[config.mk]
export PLATFORM = sky130hd
export DESIGN_NAME = frame_buf_sched
export DESIGN_NICKNAME = d
export VERILOG_FILES = /design/src/rtl/frame_buf_sched.sv
export SDC_FILE = /design/constraint.sdc
export NUM_CORES = 1
export LEC_CHECK = 0
export ABC_AREA = 1
export BUFFER_PORTS_ARGS = -buffer_cell sky130_fd_sc_hd__buf_2
export CORE_MARGIN = 3
export CORE_UTILIZATION = 35
export CTS_BUF_LIST = sky130_fd_sc_hd__clkbuf_16
export DETAILED_ROUTE_END_ITERATION = 12
export SLEW_MARGIN = 20
export SYNTH_ARGS = -nofsm -noshare
export SYNTH_HDL_FRONTEND = slang
export SYNTH_SLANG_ARGS = --single-unit
[constraint.sdc]
create_clock -name Clk -period 1.9 [get_ports Clk]
set_clock_uncertainty 0.15 [all_clocks]
set_input_delay 0.57 -clock Clk [delete_from_list [all_inputs] [get_ports Clk]]
set_output_delay 0.57 -clock Clk [all_outputs]
set_load 0.05 [all_outputs]
[src/rtl/frame_buf_sched.sv]
// Ping-pong display scheduler: raster counters, one-hot frame-mux selects, pixel read address
// and frame-boundary buffer swaps. Optional FrameCount output when FRAME_CNT_EN is defined.
module frame_buf_sched #(
  parameter int H_ACTIVE = 8,
  parameter int H_BLANK  = 2,
  parameter int V_ACTIVE = 8,
  parameter int V_BLANK  = 2,
  parameter int ADDR_W   = 6
) (
  input  logic              Clk,
  input  logic              Reset,
  input  logic              WrDone,
  output logic              SelBuf0,
  output logic              SelBlank,
  output logic              SelBuf1,
  output logic [ADDR_W-1:0] PixAddr,
  output logic              WrBuf,
  output logic              SwapAck,
  output logic              FrameStart,
`ifdef FRAME_CNT_EN
  output logic [15:0]       FrameCount,
`endif
  output logic              Overrun
);

  localparam int H_TOTAL = H_ACTIVE + H_BLANK;
  localparam int V_TOTAL = V_ACTIVE + V_BLANK;
  localparam int HW = $clog2(H_TOTAL);
  localparam int VW = $clog2(V_TOTAL);

  localparam logic [HW-1:0] H_LAST = HW'(H_TOTAL - 1);
  localparam logic [VW-1:0] V_LAST = VW'(V_TOTAL - 1);
  localparam logic [HW-1:0] H_ACT  = HW'(H_ACTIVE);
  localparam logic [VW-1:0] V_ACT  = VW'(V_ACTIVE);

  typedef enum logic {IDLE, DISPLAY} state_t;

  state_t      state, state_nx;
  logic [HW-1:0] hcnt, h_nx;
  logic [VW-1:0] vcnt, v_nx;
  logic        front, front_nx;
  logic        pending, pending_nx;
  logic        overrun_nx;
  logic        at_b, swap, active_nx;
  logic [ADDR_W-1:0] pix_nx;

  always_ff @(posedge Clk or posedge Reset) begin
    if (Reset) state <= IDLE;
    else       state <= state_nx;
  end

  // Outputs are registered from the next counter/state values so they line up
  // with the counter value held in the same cycle.
  always_comb begin
    h_nx       = hcnt;
    v_nx       = vcnt;
    state_nx   = state;
    front_nx   = front;
    pending_nx = pending;
    overrun_nx = Overrun;
    at_b       = (hcnt == H_LAST) && (vcnt == V_LAST);
    swap       = at_b && (pending || WrDone);

    if (hcnt == H_LAST) begin
      h_nx = '0;
      v_nx = (vcnt == V_LAST) ? '0 : vcnt + 1'b1;
    end else begin
      h_nx = hcnt + 1'b1;
    end

    if (WrDone && pending) overrun_nx = 1'b1;

    if (swap) begin
      front_nx   = ~front;
      pending_nx = 1'b0;
      if (state == IDLE) state_nx = DISPLAY;
    end else if (WrDone && !at_b) begin
      pending_nx = 1'b1;
    end

    active_nx = (h_nx < H_ACT) && (v_nx < V_ACT) && (state_nx == DISPLAY);
    pix_nx    = active_nx ? (ADDR_W'(v_nx) * ADDR_W'(H_ACTIVE) + ADDR_W'(h_nx)) : '0;
  end

  always_ff @(posedge Clk or posedge Reset) begin
    if (Reset) begin
      hcnt       <= '0;
      vcnt       <= '0;
      front      <= 1'b0;
      pending    <= 1'b0;
      SelBuf0    <= 1'b0;
      SelBlank   <= 1'b1;
      SelBuf1    <= 1'b0;
      PixAddr    <= '0;
      WrBuf      <= 1'b1;
      SwapAck    <= 1'b0;
      FrameStart <= 1'b0;
      Overrun    <= 1'b0;
    end else begin
      hcnt       <= h_nx;
      vcnt       <= v_nx;
      front      <= front_nx;
      pending    <= pending_nx;
      SelBuf0    <= active_nx && !front_nx;
      SelBlank   <= !active_nx;
      SelBuf1    <= active_nx && front_nx;
      PixAddr    <= pix_nx;
      WrBuf      <= !front_nx;
      SwapAck    <= swap;
      FrameStart <= (h_nx == '0) && (v_nx == '0);
      Overrun    <= overrun_nx;
    end
  end

`ifdef FRAME_CNT_EN
  // Counts every frame boundary, whether or not a swap happened.
  always_ff @(posedge Clk or posedge Reset) begin
    if (Reset)     FrameCount <= '0;
    else if (at_b) FrameCount <= FrameCount + 16'd1;
  end
`endif

endmodule

==> flow_metrics.env <==
export IMPL_grt_overflow=0
export IMPL_holdBufCountCts=0
export IMPL_clk_path_buf_depth=2
export IMPL_drive_gt1_frac=0.2920
export IMPL_grt_pass1_vias=749
export IMPL_finalSetupTns_ns=0
export IMPL_dp_slack_ns=0.01998
export IMPL_tightest_slew_ns=0.2981
export IMPL_ant_nets=0
export IMPL_setup_viol=0
export IMPL_multi_input_area_um2=370.4
export IMPL_ys_seq_area_frac=0.5651
export IMPL_critPathKind="flop to flop"
export IMPL_coreArea_um2=2829
export IMPL_syn_area_um2=1067
export IMPL_syn_nets=116
export IMPL_vias_per_cell=4.476
export IMPL_fillers=270
export IMPL_async_flop_share=1.000
export IMPL_gp_congestion=0.7990
export IMPL_areaGrowthSynthToFinish_pct=22.98
export IMPL_design_die_area_um2=3748
export IMPL_p_leak_nw=0.7669
export IMPL_synth_edf_count=0
export IMPL_rsz0062_at_grt="false"
export IMPL_maxSlewViolCount=0
export IMPL_routed_wl_mm=1.862
export IMPL_grt_usage=0.1146
export IMPL_max_cap_violations=0
export IMPL_relSlewSlack=0.8013
export IMPL_fin_nets=143
export IMPL_worst_ep_arrival_time_ns=1.79
export IMPL_h_tree_depth=1
export IMPL_hpwl_mm=1.367
export IMPL_final_cell_mix="25 x nand2_1, 22 x dfrtp_1, 21 x inv_1"
export IMPL_yosysUniqueCellTypes=22
export IMPL_wl_per_cell_um=11.08
export IMPL_layout_setup_ws_ns=0.1015
export IMPL_grt_max_degree=25
export IMPL_drc_errors=0
export IMPL_grt_pass1_wl_mm=3.139
export IMPL_cts_sinks=24
export IMPL_io_buffer_count=15
export IMPL_power_density_nw_per_um2=737.9
export IMPL_antenna_found_initial=0
export IMPL_syn_area_per_cell_um2=9.615
export IMPL_clkTransAtPathRegs_ns=0.06
export IMPL_antennaDiodeCount=0
export IMPL_cp_start_kind="flop"
export IMPL_cts_root_buffer="clkbuf_16"
export IMPL_hold_class="input port to async pin"
export IMPL_yosys_warnings=0
export IMPL_synthCells=111
export IMPL_max_freq_ghz=0.5560
export IMPL_clock_latency_ns=0.25
export IMPL_synthFlopType="dfrtp_1"
export IMPL_cts_made_buffers=3
export IMPL_required_ns=1.89
export IMPL_cts_tree="built"
export IMPL_layout_commonest_cell="nand2_1"
export IMPL_ir_worst_vdd_mv=0.3952
export IMPL_fin_crit_sh=0.9466
export IMPL_drtIter0Drc=5
export IMPL_register_area_um2=603.1
export IMPL_final_hold_viol_count=0
export IMPL_crit_path_end_kind="flop"
export IMPL_fin_crit_ns=1.798
export IMPL_initial_core_util=0.3773
export IMPL_die_w_um=61.22
export IMPL_io_pins=16
export IMPL_drtPass1Iterations=4
export IMPL_total_power_uw=968.6
export IMPL_ys_ff_latch=24
export IMPL_critPathMaxFanout=5
export IMPL_vias=752
export IMPL_rows=19
export IMPL_chipHeight_um=61.22
export IMPL_status="completed"
[path summary, 6_finish.rpt]
kind | depth (start not counted) | slack [ns] | start | endpoint
worst min register to register | 1 | 0.32 | front | WrBuf
worst max register to register | 10 | 0.10 | hcnt[0] | PixAddr[5]
worst max-delay path | 10 | 0.10 | hcnt[0] | PixAddr[5]
max in group asynchronous | 3 | 1.12 | Reset | WrBuf
min in group Clk | 1 | 0.32 | front | WrBuf
worst min-delay path | 3 | 0.20 | Reset | PixAddr[1]
[metal layers]
layer,up-vias,wire (µm),global-route usage
li1,381,-,-
met1,362,838,0.1444
met2,7,981,0.1903
met3,2,26,0.01887
met4,0,16,0.05573
met5,-,0,0
[flip-flops by register name (all words and copies together) (netlist names)]
name	cells
PixAddr	6
hcnt	4
vcnt	4
FrameStart	1
Overrun	1
SelBlank	1
SelBuf0	1
SelBuf1	1
SwapAck	1
WrBuf	1
front	1
pending	1
state	1
[kinds of logic (layout without fill, tap and decap cells)]
| group | count (synthesis) | count (layout) | synth area share |
|---|---|---|---|
| XOR/XNOR | 3 | 3 | 0.02462 |
| adder cells (fa/ha/maj) | 2 | 2 | 0.02344 |
| AO/OA/AOI/OAI | 5 | 5 | 0.03165 |
| flip-flops | 24 | 24 | 0.5651 |
| AND/OR/NAND/NOR | 53 | 53 | 0.2673 |
| buffers and inverters | 24 | 50 | 0.08792 |
[final cells by class]
cell class,count,share of cell area
sequential,24,0.4595
multi-input combinational,63,0.2822
clock inverter,1,0.002860
inverter,23,0.06578
tap,31,0.02955
timing repair buffer,23,0.1030
clock buffer,3,0.05720
[synth_stat cells (2+ instances only)]
| cell type | count | area share |
|---|---|---|
| nand2_1 | 25 | 0.088 |
| inv_1 | 23 | 0.081 |
| dfrtp_1 | 22 | 0.52 |
| nor2_1 | 14 | 0.049 |
| nand3_1 | 4 | 0.019 |
| dfstp_2 | 2 | 0.049 |
| ha_1 | 2 | 0.023 |
| nand2_2 | 2 | 0.012 |
| nand2_4 | 2 | 0.021 |
| nand3_4 | 2 | 0.033 |
| xor2_1 | 2 | 0.016 |
[where the power goes]
| group | internal, mW | switching (mW) |
|---|---|---|
| registers | 0.511 | 0.0000000000000000202 |
| logic | 0.00311 | 0.0105 |
| clock network | 0.281 | 0.163 |
| total | 0.795 | 0.174 |
[what timing repair did]
action	CTS	global route
buffers inserted	3	1
endpoints found under the setup margin	1	1
pin swaps	1	0
gates resized for setup	0	2
[metrics by stage]
stage / util / instance area (µm²) / hold slack [ns] / instances
final: 0.4640 / 1313 / 0.1955 / 168
after floorplan: - / 1067 / 0.2930 / 111
after global placement: 0.4255 / 1204 / 0.3067 / 160
after global routing: 0.4640 / 1313 / 0.2312 / 168
after detailed placement: 0.4255 / 1204 / 0.3131 / 160
after CTS: 0.4613 / 1305 / 0.2075 / 167
[critical path: stages, from the launching register on]
cell      delay (ns)
dfrtp_1         0.45
nand2_4         0.12
nor2_8          0.05
buf_4           0.13
nand2_1         0.05
nand2_1         0.09
ha_1            0.20
ha_1            0.18
nand3b_1        0.15
nand2_1         0.07
nor2_1          0.04
Note: power is estimated with default switching activity, not from simulation.
